===== src/rtl/seg7_scan_driver.sv =====
// Eight-digit multiplexed seven-segment driver: latches a 32-bit word and
// scans it as hex digits with a blank gap at every digit switch.
module seg7_scan_driver #(
  parameter int TICK_DIV = 100000,
  parameter int GAP      = 16
) (
  input  logic        clk,
  input  logic        reset,
  input  logic [31:0] value_i,
  input  logic        load_i,
  input  logic [7:0]  dp_i,
  input  logic [7:0]  en_i,
  input  logic        lz_blank_i,
  output logic [7:0]  an_o,
  output logic [6:0]  seg_o,
  output logic        dp_o,
  output logic        frame_o
);

  localparam int CW = $clog2(TICK_DIV);
  localparam logic [CW-1:0] CNT_LAST = CW'(TICK_DIV - 1);
  localparam logic [CW-1:0] GAP_LAST = CW'(GAP - 1);
  localparam logic [CW-1:0] CNT_ONE  = CW'(1);

  typedef enum logic {
    BLANK,
    DRIVE
  } slot_state_t;

  slot_state_t   state;
  slot_state_t   state_next;
  logic [CW-1:0] cnt;
  logic [2:0]    idx;
  logic [31:0]   shadow_value;
  logic [7:0]    shadow_dp;

  logic [2:0]    msd;
  logic [3:0]    nibble;
  logic          digit_lit;
  logic [7:0]    an_next;
  logic [6:0]    seg_next;
  logic          dp_next;
  logic          frame_next;

  function automatic logic [6:0] hex_to_seg(input logic [3:0] n);
    logic [6:0] s;
    case (n)
      4'h0: s = 7'h40;
      4'h1: s = 7'h79;
      4'h2: s = 7'h24;
      4'h3: s = 7'h30;
      4'h4: s = 7'h19;
      4'h5: s = 7'h12;
      4'h6: s = 7'h02;
      4'h7: s = 7'h78;
      4'h8: s = 7'h00;
      4'h9: s = 7'h10;
      4'hA: s = 7'h08;
      4'hB: s = 7'h03;
      4'hC: s = 7'h46;
      4'hD: s = 7'h21;
      4'hE: s = 7'h06;
      default: s = 7'h0E;
    endcase
    return s;
  endfunction

  // The slot phase register always agrees with cnt: BLANK exactly while cnt < GAP.
  always_ff @(posedge clk) begin
    if (reset) begin
      state        <= BLANK;
      cnt          <= '0;
      idx          <= 3'd0;
      shadow_value <= 32'h0;
      shadow_dp    <= 8'h00;
      an_o         <= 8'hFF;
      seg_o        <= 7'h7F;
      dp_o         <= 1'b1;
      frame_o      <= 1'b0;
    end else begin
      if (load_i) begin
        shadow_value <= value_i;
        shadow_dp    <= dp_i;
      end
      if (cnt == CNT_LAST) begin
        cnt <= '0;
        idx <= idx + 3'd1;
      end else begin
        cnt <= cnt + CNT_ONE;
      end
      state   <= state_next;
      an_o    <= an_next;
      seg_o   <= seg_next;
      dp_o    <= dp_next;
      frame_o <= frame_next;
    end
  end

  always_comb begin
    msd = 3'd0;
    for (int k = 1; k < 8; k++) begin
      if (shadow_value[4*k +: 4] != 4'h0) msd = 3'(k);
    end
  end

  assign nibble    = shadow_value[{idx, 2'b00} +: 4];
  assign digit_lit = en_i[idx] && !(lz_blank_i && (idx > msd));

  always_comb begin
    state_next = state;
    an_next    = 8'hFF;
    seg_next   = 7'h7F;
    dp_next    = 1'b1;
    frame_next = (idx == 3'd7) && (cnt == CNT_LAST);
    case (state)
      BLANK: begin
        if (cnt == GAP_LAST) state_next = DRIVE;
      end
      DRIVE: begin
        if (cnt == CNT_LAST) state_next = BLANK;
        // Dark digits keep their full slot so the scan rate never changes.
        if (digit_lit) begin
          an_next  = ~(8'b1 << idx);
          seg_next = hex_to_seg(nibble);
          dp_next  = ~shadow_dp[idx];
        end
      end
      default: state_next = BLANK;
    endcase
  end

endmodule


===== config.mk =====
export PLATFORM = sky130hd
export DESIGN_NAME = seg7_scan_driver
export DESIGN_NICKNAME = d
export VERILOG_FILES = /design/src/rtl/seg7_scan_driver.sv
export SDC_FILE = /design/constraint.sdc
export NUM_CORES = 1
export LEC_CHECK = 0
export ABC_AREA = 1
export BUFFER_PORTS_ARGS = -buffer_cell sky130_fd_sc_hd__buf_2
export CORE_UTILIZATION = 50
export CTS_BUF_LIST = sky130_fd_sc_hd__clkbuf_8
export DETAILED_ROUTE_END_ITERATION = 8
export GPL_ROUTABILITY_DRIVEN = 0
export PLACE_DENSITY = 0.73
export SKIP_LAST_GASP = 1
export SLEW_MARGIN = 20
export SYNTH_ARGS = -nofsm -noshare
export SYNTH_HDL_FRONTEND = slang
export SYNTH_SLANG_ARGS = --single-unit

===== constraint.sdc =====
create_clock -name clk -period 3.3 [get_ports clk]
set_input_delay 0.33 -clock clk [delete_from_list [all_inputs] [get_ports clk]]
set_output_delay 0.33 -clock clk [all_outputs]
set_load 0.1 [all_outputs]

==> results of run 1 <==
[area by class of cell]
class                      count  area (µm²)  share of cell area
sequential                    78        1560               0.355
clock buffer                  11         151              0.0345
clock inverter                 4        70.1              0.0159
timing repair buffer          72         370              0.0843
tap                           99         124              0.0282
inverter                      54         205              0.0467
multi-input combinational    382        1910               0.435
[registers in the layout, indices dropped and copies added (netlist names)]
signal	flops
shadow_dp	8
an_o	8
cnt	17
state	1
idx	3
seg_o	7
dp_o	1
shadow_value	32
frame_o	1
[layout by cell type (no fill, tap or decap)]
cell type / n
nand3_2: 3
xor2_1: 3
nand2_2: 5
buf_2: 68
clkinv_1: 1
bufinv_16: 2
clkinv_2: 2
o21ai_1: 3
nor3_2: 1
nor3_1: 10
nor2_2: 2
nand3_1: 47
or2_2: 2
nand2_4: 1
or2_0: 1
nand4_1: 8
o211ai_1: 3
nor4_1: 6
a32o_1: 2
inv_2: 2
o21ai_0: 48
ha_1: 16
nand2_1: 105
clkbuf_8: 11
dfxtp_1: 78
inv_4: 1
inv_1: 50
nor2_1: 73
nand2b_1: 1
nor4_2: 1
buf_4: 4
a31oi_1: 1
or2_1: 1
nor2_4: 1
a21oi_1: 38
[how the worst min path moves through the flow]
stage	startpoint	slack (ns)	end	depth (start not counted)
2_1_floorplan	cnt[0]$_SDFF_PP0_	0.42	cnt[0]$_SDFF_PP0_	1
3_3_place_gp	cnt[0]$_SDFF_PP0_	0.43	cnt[0]$_SDFF_PP0_	1
3_5_place_dp	cnt[0]$_SDFF_PP0_	0.45	cnt[0]$_SDFF_PP0_	1
4_1_cts	value_i[27]	0.19	shadow_value[27]$_SDFFE_PP0P_	3
5_1_grt	dp_i[1]	0.20	shadow_dp[1]$_SDFFE_PP0P_	3
6_report	value_i[27]	0.20	shadow_value[27]$_SDFFE_PP0P_	3
[routing by layer]
| metal | GRT usage | vias up |
|---|---|---|
| li1 | - | 1868 |
| met3 | 0.0646 | 17 |
| met4 | 0.104 | 0 |
| met1 | 0.305 | 1625 |
| met2 | 0.416 | 130 |
| met5 | 0 | - |
[metrics by stage]
| step | hold WS [ns] | utilization | power [mW] | instances | worst slack, ns |
|---|---|---|---|---|---|
| 6_report | 0.195 | 0.603 | 1.99 | 700 | 0.922 |
| 5_1_grt | 0.199 | 0.603 | 2.09 | 700 | 0.719 |
| 4_1_cts | 0.190 | 0.603 | 2.00 | 700 | 0.933 |
| 3_5_place_dp | 0.448 | 0.572 | 1.21 | 685 | 0.957 |
| 3_3_place_gp | 0.428 | 0.572 | 1.20 | 685 | 0.985 |
| 2_1_floorplan | 0.417 | - | 1.14 | 536 | 1.38 |
[logic make-up (layout without fill, tap and decap cells)]
family                   Yosys count  in the layout  share of synthesized area
flip-flops                        78             78                      0.410
buffers and inverters             76            141                     0.0871
AO/OA/AOI/OAI                     95             95                      0.130
AND/OR/NAND/NOR                  268            268                      0.313
XOR/XNOR                           3              3                    0.00691
adder cells (fa/ha/maj)           16             16                     0.0526
[worst max-delay path, delay by kind of cell, from the launching register on]
family                     cells  cell delay, ns
buffers and inverters          1            0.23
and+or+nand+nor                8            1.17
adders and majority gates      1            0.29
DFF                            1            0.34
AOI/OAI and AO/OA              2            0.23
[power groups by stage]
| stage | logic [mW] | registers (mW) | clock network [mW] |
|---|---|---|---|
| after floorplan | 0.128 | 1.01 | 0 |
| after global placement | 0.184 | 1.02 | 0 |
| after detailed placement | 0.189 | 1.02 | 0 |
| after CTS | 0.191 | 0.997 | 0.808 |
| after global routing | 0.219 | 1.00 | 0.869 |
| final | 0.191 | 0.998 | 0.801 |
==> flow_metrics.env, run 1 <==
export IMPL_power_density_nw_per_um2=453
export IMPL_grt_max_degree=65
export IMPL_cts_tree="built"
export IMPL_synth_cell_types=33
export IMPL_root_buffer="clkbuf_8"
export IMPL_cp_start_kind="flop"
export IMPL_yosysSeqAreaShare=0.410
export IMPL_num_fill_cells=740
export IMPL_detailed_place_hpwl_um=6440
export IMPL_finish_net_count=665
export IMPL_leakage_nw=1.95
export IMPL_grt_pass1_vias=3420
export IMPL_die_w_um=89.2
export IMPL_synth_area_per_cell_um2=7.10
export IMPL_dr_wl_met3_um=548
export IMPL_p_clk_frac=0.403
export IMPL_avgRoutedWirePerCell_um=12.8
export IMPL_cts_max_path_buffers=2
export IMPL_vias=3640
export IMPL_grt_overflow=0
export IMPL_cts_setup_buffers=0
export IMPL_synthTopCellsByArea="dfxtp_1 41%, nand2_1 10%, nor2_1 7.2%, o21ai_0 6.3%, nand3_1 6.2%"
export IMPL_async_flop_share=0
export IMPL_p_int_mw=1.51
export IMPL_dr_pass1_iters=4
export IMPL_route_met2_wl_um=4160
export IMPL_ant_nets=0
export IMPL_critPathKind="reg -> reg"
export IMPL_pwr_share_seq=0.502
export IMPL_finClkSkew_ns=0.0107
export IMPL_synth_edf_count=0
export IMPL_antenna_found_initial=0
export IMPL_drt_iter0_drc=168
export IMPL_grt_pass1_wl_um=15200
export IMPL_r2r_end="seg_o[2]$_SDFF_PP1_"
export IMPL_rr_startpoint="shadow_value[16]$_SDFFE_PP0P_"
export IMPL_endpoint_kind="flop"
export IMPL_wl_met1_um=4060
export IMPL_synth_commonest_cells="105 x nand2_1, 78 x dfxtp_1, 73 x nor2_1, 50 x inv_1, 48 x o21ai_0"
export IMPL_path_max_fanout=13
export IMPL_critPathArrivalTime_ns=2.62
export IMPL_routed_via_density=5.20
export IMPL_worst_r2r_path_depth=12
export IMPL_post_route_min_period_ns=2.38
export IMPL_netSwitchingFraction=0.240
export IMPL_synthFlopType="dfxtp_1"
export IMPL_setup_viol_count_final=0
export IMPL_synth_top_area_cell="dfxtp_1"
export IMPL_cts_hold_buffers=0
export IMPL_timing_critical_path_slowest_stage_cell="nor4_1"
export IMPL_min_path_type="in -> reg"
export IMPL_clk_pin_slew_worst_paths_ns=0.08
export IMPL_top_layer_used="met4"
export IMPL_maxCapViolCount=0
export IMPL_antenna_cells=0
export IMPL_p_switching_mw=0.477
export IMPL_initial_utilization=0.522
export IMPL_coreArea_um2=7290
export IMPL_outcome="complete, no violations"
export IMPL_clk_latency_ns=0.36
export IMPL_cp_cell_sequence="nor4_1, nand2_1, a21oi_1, nor2_1, ha_1, nand3_1, nand2_1, a21oi_1, nor2_1, nand3_2, inv_2, nand3_1"
export IMPL_timing_fmax_ghz=0.421
export IMPL_drc=0
export IMPL_endpoint="seg_o[2]$_SDFF_PP1_"
export IMPL_numCtsBuffers=9
export IMPL_syn2layout_area_growth_pct=15.5
export IMPL_drive_above_1_share=0.176
export IMPL_cts_resized_gates=0
export IMPL_ys_seq_elements=78
export IMPL_synth_nets=604
export IMPL_maxSlewHeadroom=0.405
export IMPL_synth_top_area_frac=0.410
export IMPL_worstMarginPinSlew_ns=0.892
export IMPL_cpPeakStageDelay_ns=0.44
export IMPL_p_comb_frac=0.096
export IMPL_ir_drop_uv=254
export IMPL_grtUsageTotal=0.249
export IMPL_hold_viol_final=0
export IMPL_netlist_area_um2=3800
export IMPL_h_tree_depth=3
export IMPL_drv_slew=0
export IMPL_cts_sinks=78
export IMPL_die_area_um2=7960
export IMPL_cp_data_required_time_ns=3.54
export IMPL_rows=31
export IMPL_final_setup_tns_ns=0
export IMPL_synth_cells=536
export IMPL_synth_warning_count=0
export IMPL_post_route_period_util=0.721
export IMPL_reg2reg_slack_ns=0.92
export IMPL_yosysMostFrequentCell="nand2_1"
export IMPL_critPathLaunch="shadow_value[16]$_SDFFE_PP0P_"
export IMPL_finalWirelength_um=8930
export IMPL_post_route_cell_area_um2=4390
export IMPL_rsz0062_at_grt="false"
export IMPL_die_h_um=89.2
export IMPL_placed_area_um2=4170
export IMPL_numPortBuffers=68
export IMPL_io_pins=69
Power figures use the tool's default switching activity.
==> run 2, diff against run 1 <==
--- a/config.mk
+++ b/config.mk
@@ -5,7 +5,7 @@
 export SDC_FILE = /design/constraint.sdc
 export NUM_CORES = 1
 export LEC_CHECK = 0
-export ABC_AREA = 1
+export ABC_AREA = 0
 export BUFFER_PORTS_ARGS = -buffer_cell sky130_fd_sc_hd__buf_2
 export CORE_UTILIZATION = 50
 export CTS_BUF_LIST = sky130_fd_sc_hd__clkbuf_8
==> constraint.sdc (replaced) <==
create_clock -name clk -period 2.3 [get_ports clk]
set_input_delay 0.23 -clock clk [delete_from_list [all_inputs] [get_ports clk]]
set_output_delay 0.23 -clock clk [all_outputs]
set_load 0.1 [all_outputs]
==> run 2 against run 1 <==
Effect of this change: the flow now finishes with violations (setup timing); via count decreased by 21%; core utilization grew 5.0 points; cell area up 2.6%; worst hold slack got worse by 0.085 ns; first-iteration DRC count shrank 15%; sequential power increased by 44%; sequential share of layout area shrank 0.71 points; cell count fell by 22%; clock-buffer cell count is 2 lower; critical path type unchanged; highest routed layer unchanged.
==> flow_metrics.env, run 2 <==
export IMPL_outcome="finished with violations"
export IMPL_violations="setup timing"
export IMPL_die_h_um=87.5
export IMPL_final_setup_tns_ns=-0.0888
export IMPL_dp_slack_ns=-0.0199
export IMPL_p_int_mw=2.25
export IMPL_setup_slack_ns=-0.0193
export IMPL_hold_viol_final=0
export IMPL_cp_data_required_time_ns=2.52
export IMPL_synth_edf_count=0
export IMPL_cts_hold_buffers=0
export IMPL_netlist_area_um2=3650
export IMPL_post_route_period_util=1.01
export IMPL_detailed_place_hpwl_um=5620
export IMPL_finClkSkew_ns=0.0113
export IMPL_antenna_cells=0
export IMPL_synth_warning_count=0
export IMPL_leakage_nw=1.93
export IMPL_h_tree_depth=3
export IMPL_synth_nets=434
export IMPL_p_switching_mw=0.653
export IMPL_grt_busiest_layer="met2"
export IMPL_dr_pass1_iters=4
export IMPL_syn2layout_area_growth_pct=23.5
export IMPL_worstMarginPinSlew_ns=0.630
export IMPL_maxSlewHeadroom=0.576
export IMPL_p_clk_frac=0.403
export IMPL_finalWirelength_um=7790
export IMPL_numPortBuffers=68
export IMPL_path_max_fanout=7
export IMPL_grt_met2_usage=0.338
export IMPL_whs_ns=0.110
export IMPL_avgRoutedWirePerCell_um=14.3
export IMPL_largest_register_ffs=32
export IMPL_clk_pin_slew_worst_paths_ns=0.08
export IMPL_antenna_found_initial=0
export IMPL_drc=0
export IMPL_ir_drop_uv=541
export IMPL_power_density_nw_per_um2=644
export IMPL_vias=2884
export IMPL_synth_top_area_frac=0.428
export IMPL_die_w_um=87.5
export IMPL_yosysMostFrequentCell="dfxtp_1"
export IMPL_grt_pass1_vias=2647
export IMPL_ys_seq_elements=78
export IMPL_fin_util=0.653
export IMPL_min_from="value_i[11]"
export IMPL_setup_viol_count_final=9
export IMPL_synth_top_family_by_area="multiplexers"
export IMPL_netSwitchingFraction=0.225
export IMPL_mostFrequentLayoutCells="75 x dfxtp_1, 68 x nor2_1, 68 x buf_2"
export IMPL_synthTopCellsByArea="dfxtp_1 43%, mux2i_1 12%, nor2_1 7.0%, ha_1 5.5%, mux4_1 5.0%"
export IMPL_synthSimpleGateAreaFrac=0.178
export IMPL_clk_latency_ns=0.35
export IMPL_numCtsBuffers=9
export IMPL_post_route_cell_area_um2=4510
export IMPL_dpl_cell_count=526
export IMPL_rsz0062_at_grt="true"
export IMPL_rows=30
export IMPL_min_path_type="in -> reg"
export IMPL_yosys_area_share_xor_xnor=0.0384
export IMPL_yosysSeqAreaShare=0.428
export IMPL_grt_max_degree=36
export IMPL_final_common_cell="dfxtp_1"
export IMPL_critPathKind="reg -> reg"
export IMPL_die_area_um2=7650
export IMPL_synth_cell_types=50
export IMPL_grt_use_met3=0.0645
export IMPL_maxCapViolCount=0
export IMPL_async_flop_share=0
export IMPL_synth_commonest_cells="78 x dfxtp_1, 68 x nor2_1, 43 x mux2i_1, 29 x nand2_1, 16 x ha_1"
export IMPL_root_buffer="clkbuf_8"
export IMPL_p_comb_frac=0.101
export IMPL_total_power_mw=2.90
export IMPL_grt_overflow=0
export IMPL_drive_above_1_share=0.300
export IMPL_routed_via_density=5.31
export IMPL_reg_top3="shadow_value (32), cnt (17)"
export IMPL_muxShareOfSynthArea=0.209
export IMPL_fin_cells=543
export IMPL_synthAdderAreaFrac=0.0548
export IMPL_synth_cells=366
export IMPL_io_pins=69
export IMPL_pwr_share_seq=0.496
export IMPL_endpoint_kind="flop"
export IMPL_rr_startpoint="shadow_value[11]$_SDFFE_PP0P_"
export IMPL_grt_pass1_wl_um=12200
export IMPL_synth_compound_area_frac=0.0493
export IMPL_synth_top_area_cell="dfxtp_1"
export IMPL_drv_slew=0
export IMPL_cts_sinks=78
export IMPL_met1_usage=0.267
export IMPL_finish_net_count=512
export IMPL_placed_area_um2=4120
export IMPL_top_register="shadow_value"
export IMPL_timing_fmax_ghz=0.431
export IMPL_critPathArrivalTime_ns=2.54
export IMPL_synthFlopType="dfxtp_1"
export IMPL_synth_area_per_cell_um2=9.98
export IMPL_ant_nets=0
export IMPL_coreArea_um2=6910
export IMPL_critPathLaunch="shadow_value[11]$_SDFFE_PP0P_"
export IMPL_initial_utilization=0.529
export IMPL_cts_max_path_buffers=2
export IMPL_drt_iter0_drc=143
export IMPL_cts_tree="built"
export IMPL_grtUsageTotal=0.210
export IMPL_cp_start_kind="flop"
export IMPL_post_route_min_period_ns=2.32
-- run 2: cell count changes in the layout (fill, tap and decap cells not counted), sizes merged, moves of 6 or more --
cell / change
a21oi: -32
buf: +13
inv: -43
mux2i: +45
mux4: +10
nand2: -82
nand3: -41
nor2: -8
o21ai: -47
xnor2: +7
xor2: +6
-- run 2: cell type report --
cell class / count / area, µm²
clock buffer: 9 / 124
clock inverter: 5 / 100
fill: 586 / 2400
inverter: 10 / 37.5
multi-input combinational: 260 / 2060
sequential: 78 / 1570
tap: 96 / 120
timing repair buffer: 85 / 497
-- run 2: what timing repair did --
| item | 4_1_cts | 5_1_grt |
|---|---|---|
| pin swaps | 0 | 12 |
| cloned | 0 | 1 |
| resized for setup | 1 | 30 |
| endpoints found under the hold margin | 0 | 0 |
| buffers inserted | 0 | 2 |
| endpoints found under the setup margin | 9 | 16 |
-- run 2: cells by family (layout without fill, tap and decap cells) --
kind of cell / after synthesis / after routing
compound gates: 25 / 25
xor+xnor: 16 / 16
fa+ha+maj: 16 / 16
buf+inv: 28 / 109
flops: 78 / 78
mux: 59 / 59
simple gates: 144 / 144
-- run 2: critical path: stages (launching register included) --
cell	delay, ns
dfxtp_4	0.36
nor4_4	0.31
buf_4	0.17
a21oi_2	0.04
nor2_1	0.13
ha_1	0.25
nor2b_1	0.13
o21ai_1	0.15
a21oi_2	0.08
a211oi_2	0.27
buf_6	0.19
o211ai_1	0.10
-- run 2: final timing paths --
check,endpoint,slack [ns],cells after the start
min reg2reg,cnt[0]$_SDFF_PP0_,0.48,1
min,shadow_value[11]$_SDFFE_PP0P_,0.11,3
max,seg_o[1]$_SDFF_PP1_,-0.02,11
max reg2reg,seg_o[1]$_SDFF_PP1_,-0.02,11
-- run 2: routing by layer --
metal  wire [µm]  vias to the layer above
li1            -                     1441
met1        3580                     1361
met2        3740                       71
met3         347                       11
met4         119                        0
met5           0                        -
-- run 2: power groups by stage --
stage | logic, mW | registers (mW) | clock network (mW)
2_1_floorplan | 0.180 | 1.45 | 0
3_3_place_gp | 0.258 | 1.46 | 0
3_5_place_dp | 0.264 | 1.46 | 0
4_1_cts | 0.266 | 1.43 | 1.19
5_1_grt | 0.326 | 1.45 | 1.24
6_report | 0.294 | 1.44 | 1.17
==> run 3, diff against run 2 <==
--- a/config.mk
+++ b/config.mk
@@ -7,6 +7,7 @@
 export LEC_CHECK = 0
 export ABC_AREA = 0
 export BUFFER_PORTS_ARGS = -buffer_cell sky130_fd_sc_hd__buf_2
+export CAP_MARGIN = 10
 export CORE_UTILIZATION = 50
 export CTS_BUF_LIST = sky130_fd_sc_hd__clkbuf_8
 export DETAILED_ROUTE_END_ITERATION = 8
==> constraint.sdc (replaced) <==
create_clock -name clk -period 2.3 [get_ports clk]
set_input_delay 0.115 -clock clk [delete_from_list [all_inputs] [get_ports clk]]
set_output_delay 0.115 -clock clk [all_outputs]
set_load 0.1 [all_outputs]
==> run 3 against run 2 <==
Effect of this change: the run now ends clean; register-to-register slack better by 0.02 ns; cell count is 4.8% higher; cell area is 4.1% higher; sequential power hardly changed; clock power hardly changed; first-iteration DRC count is 49% lower; sequential share of layout area is 1.4 points lower; worst setup slack better by 0.025 ns; clock-buffer cell count is 2 higher; routed wire length is 3.1% higher; maximum frequency is 1.1% higher; largest cell class unchanged.
==> flow_metrics.env, run 3 (synthesized netlist as in run 2, its figures left out) <==
export IMPL_outcome="complete, no violations"
export IMPL_final_setup_tns_ns=0
export IMPL_syn2layout_area_growth_pct=28.6
export IMPL_drive_above_1_share=0.271
export IMPL_grt_pass1_wl_um=13000
export IMPL_fin_util=0.680
export IMPL_die_h_um=87.5
export IMPL_ant_nets=0
export IMPL_cp_cell_sequence="nor4_2, nand2_1, a21oi_2, nor2_1, ha_1, nor2b_1, o21ai_1, a21oi_1, a211oi_2, buf_6, o221ai_1"
export IMPL_cts_max_path_buffers=2
export IMPL_r2r_end="seg_o[5]$_SDFF_PP1_"
export IMPL_wl_met1_um=3670
export IMPL_cp_start_kind="flop"
export IMPL_ir_drop_uv=422
export IMPL_antenna_found_initial=0
export IMPL_placed_area_um2=4120
export IMPL_initial_utilization=0.529
export IMPL_rows=30
export IMPL_top_layer_used="met4"
export IMPL_grt_pass1_vias=2740
export IMPL_top_register="shadow_value"
export IMPL_final_common_cell="dfxtp_1"
export IMPL_io_pins=69
export IMPL_antenna_cells=0
export IMPL_numPortBuffers=68
export IMPL_detailed_place_hpwl_um=5590
export IMPL_power_density_nw_per_um2=625
export IMPL_critPathKind="reg -> reg"
export IMPL_clk_pin_slew_worst_paths_ns=0.08
export IMPL_maxSlewHeadroom=0.561
export IMPL_post_route_min_period_ns=2.29
export IMPL_min_path_type="in -> reg"
export IMPL_endpoint_kind="flop"
export IMPL_reg2reg_slack_ns=0.005
export IMPL_dpl_cell_count=526
export IMPL_finish_net_count=536
export IMPL_rr_startpoint="shadow_value[16]$_SDFFE_PP0P_"
export IMPL_cp_data_required_time_ns=2.52
export IMPL_grt_max_degree=34
export IMPL_cts_sinks=78
export IMPL_cpPeakStageDelay_ns=0.34
export IMPL_critPathArrivalTime_ns=2.51
export IMPL_mostFrequentLayoutCells="73 x dfxtp_1, 68 x nor2_1, 68 x buf_2"
export IMPL_finalWirelength_um=8030
export IMPL_min_from="value_i[2]"
export IMPL_dp_slack_ns=-0.0250
export IMPL_cts_tree="built"
export IMPL_vias=2960
export IMPL_grtUsageTotal=0.222
export IMPL_holdPathEnd="shadow_value[2]$_SDFFE_PP0P_"
export IMPL_hold_viol_final=0
export IMPL_die_w_um=87.5
export IMPL_worstMarginPinSlew_ns=0.652
export IMPL_maxCapViolCount=0
export IMPL_worst_r2r_path_depth=11
export IMPL_root_buffer="clkbuf_8"
export IMPL_drv_slew=0
export IMPL_route_met2_wl_um=3910
export IMPL_setup_slack_ns=0.00539
export IMPL_whs_ns=0.0138
export IMPL_hold_depth=3
export IMPL_routed_via_density=5.20
export IMPL_timing_critical_path_slowest_stage_cell="dfxtp_2"
export IMPL_rsz0062_at_grt="true"
export IMPL_die_area_um2=7650
export IMPL_finClkSkew_ns=0.0118
export IMPL_numCtsBuffers=9
export IMPL_setup_viol_count_final=0
export IMPL_clk_latency_ns=0.35
export IMPL_timing_fmax_ghz=0.436
export IMPL_avgRoutedWirePerCell_um=14.1
export IMPL_grt_overflow=0
export IMPL_fin_cells=569
export IMPL_h_tree_depth=3
export IMPL_post_route_period_util=0.998
export IMPL_largest_register_ffs=32
export IMPL_post_route_cell_area_um2=4700
export IMPL_drt_iter0_drc=73
export IMPL_path_max_fanout=7
export IMPL_total_power_mw=2.93
export IMPL_leakage_nw=2.02
export IMPL_dr_pass1_iters=4
export IMPL_reg_top3="shadow_value (32), cnt (17)"
export IMPL_coreArea_um2=6910
export IMPL_dr_wl_met3_um=327
export IMPL_drc=0
[run 3: worst max path at each step]
stage / slack, ns / from / cells past startpoint / end
after CTS: 0.04 / shadow_value[16]$_SDFFE_PP0P_ / 11 / seg_o[2]$_SDFF_PP1_
after floorplan: 0.09 / idx[0]$_SDFFE_PP0P_ / 11 / seg_o[3]$_SDFF_PP1_
final: 0.005 / shadow_value[16]$_SDFFE_PP0P_ / 11 / seg_o[5]$_SDFF_PP1_
after detailed placement: -0.03 / shadow_value[8]$_SDFFE_PP0P_ / 12 / seg_o[2]$_SDFF_PP1_
after global routing: -0.09 / shadow_value[20]$_SDFFE_PP0P_ / 11 / an_o[0]$_SDFF_PP1_
after global placement: 0.08 / shadow_value[8]$_SDFFE_PP0P_ / 12 / seg_o[2]$_SDFF_PP1_
[run 3: metal layers]
metal / vias up / track usage
met4: 0 / 0.0775
met5: - / 0
met2: 79 / 0.374
met3: 10 / 0.0464
li1: 1497 / -
met1: 1374 / 0.281
[run 3: repair_timing]
item / CTS / global route
resized for setup: 2 / 19
buffers inserted: 0 / 1
endpoints found under the setup margin: 10 / 16
gates cloned: 0 / 1
pin swaps: 0 / 1
endpoints found under the hold margin: 25 / 0
hold buffers: 25 / 0
[run 3: report_power, final]
group | total [mW] | internal (mW) | switching, mW
logic | 0.321 | 0.176 | 0.145
clock network | 1.17 | 0.672 | 0.496
registers | 1.44 | 1.40 | 0.0457
[run 3: critical path: cells and delay by family, from the launching register on]
kind | cells | cell delay [ns]
AO/OA/AOI/OAI | 5 | 0.71
AND/OR/NAND/NOR | 4 | 0.66
flip-flops | 1 | 0.34
adder cells (fa/ha/maj) | 1 | 0.28
buffers and inverters | 1 | 0.17
[run 3: area by class of cell]
class,count,area (µm²)
Fill cell,558,2210
Multi-Input combinational cell,260,2000
Sequential cell,78,1570
Timing Repair Buffer,109,739
Clock buffer,11,151
Tap cell,96,120
Clock inverter,5,81.3
Inverter,10,37.5
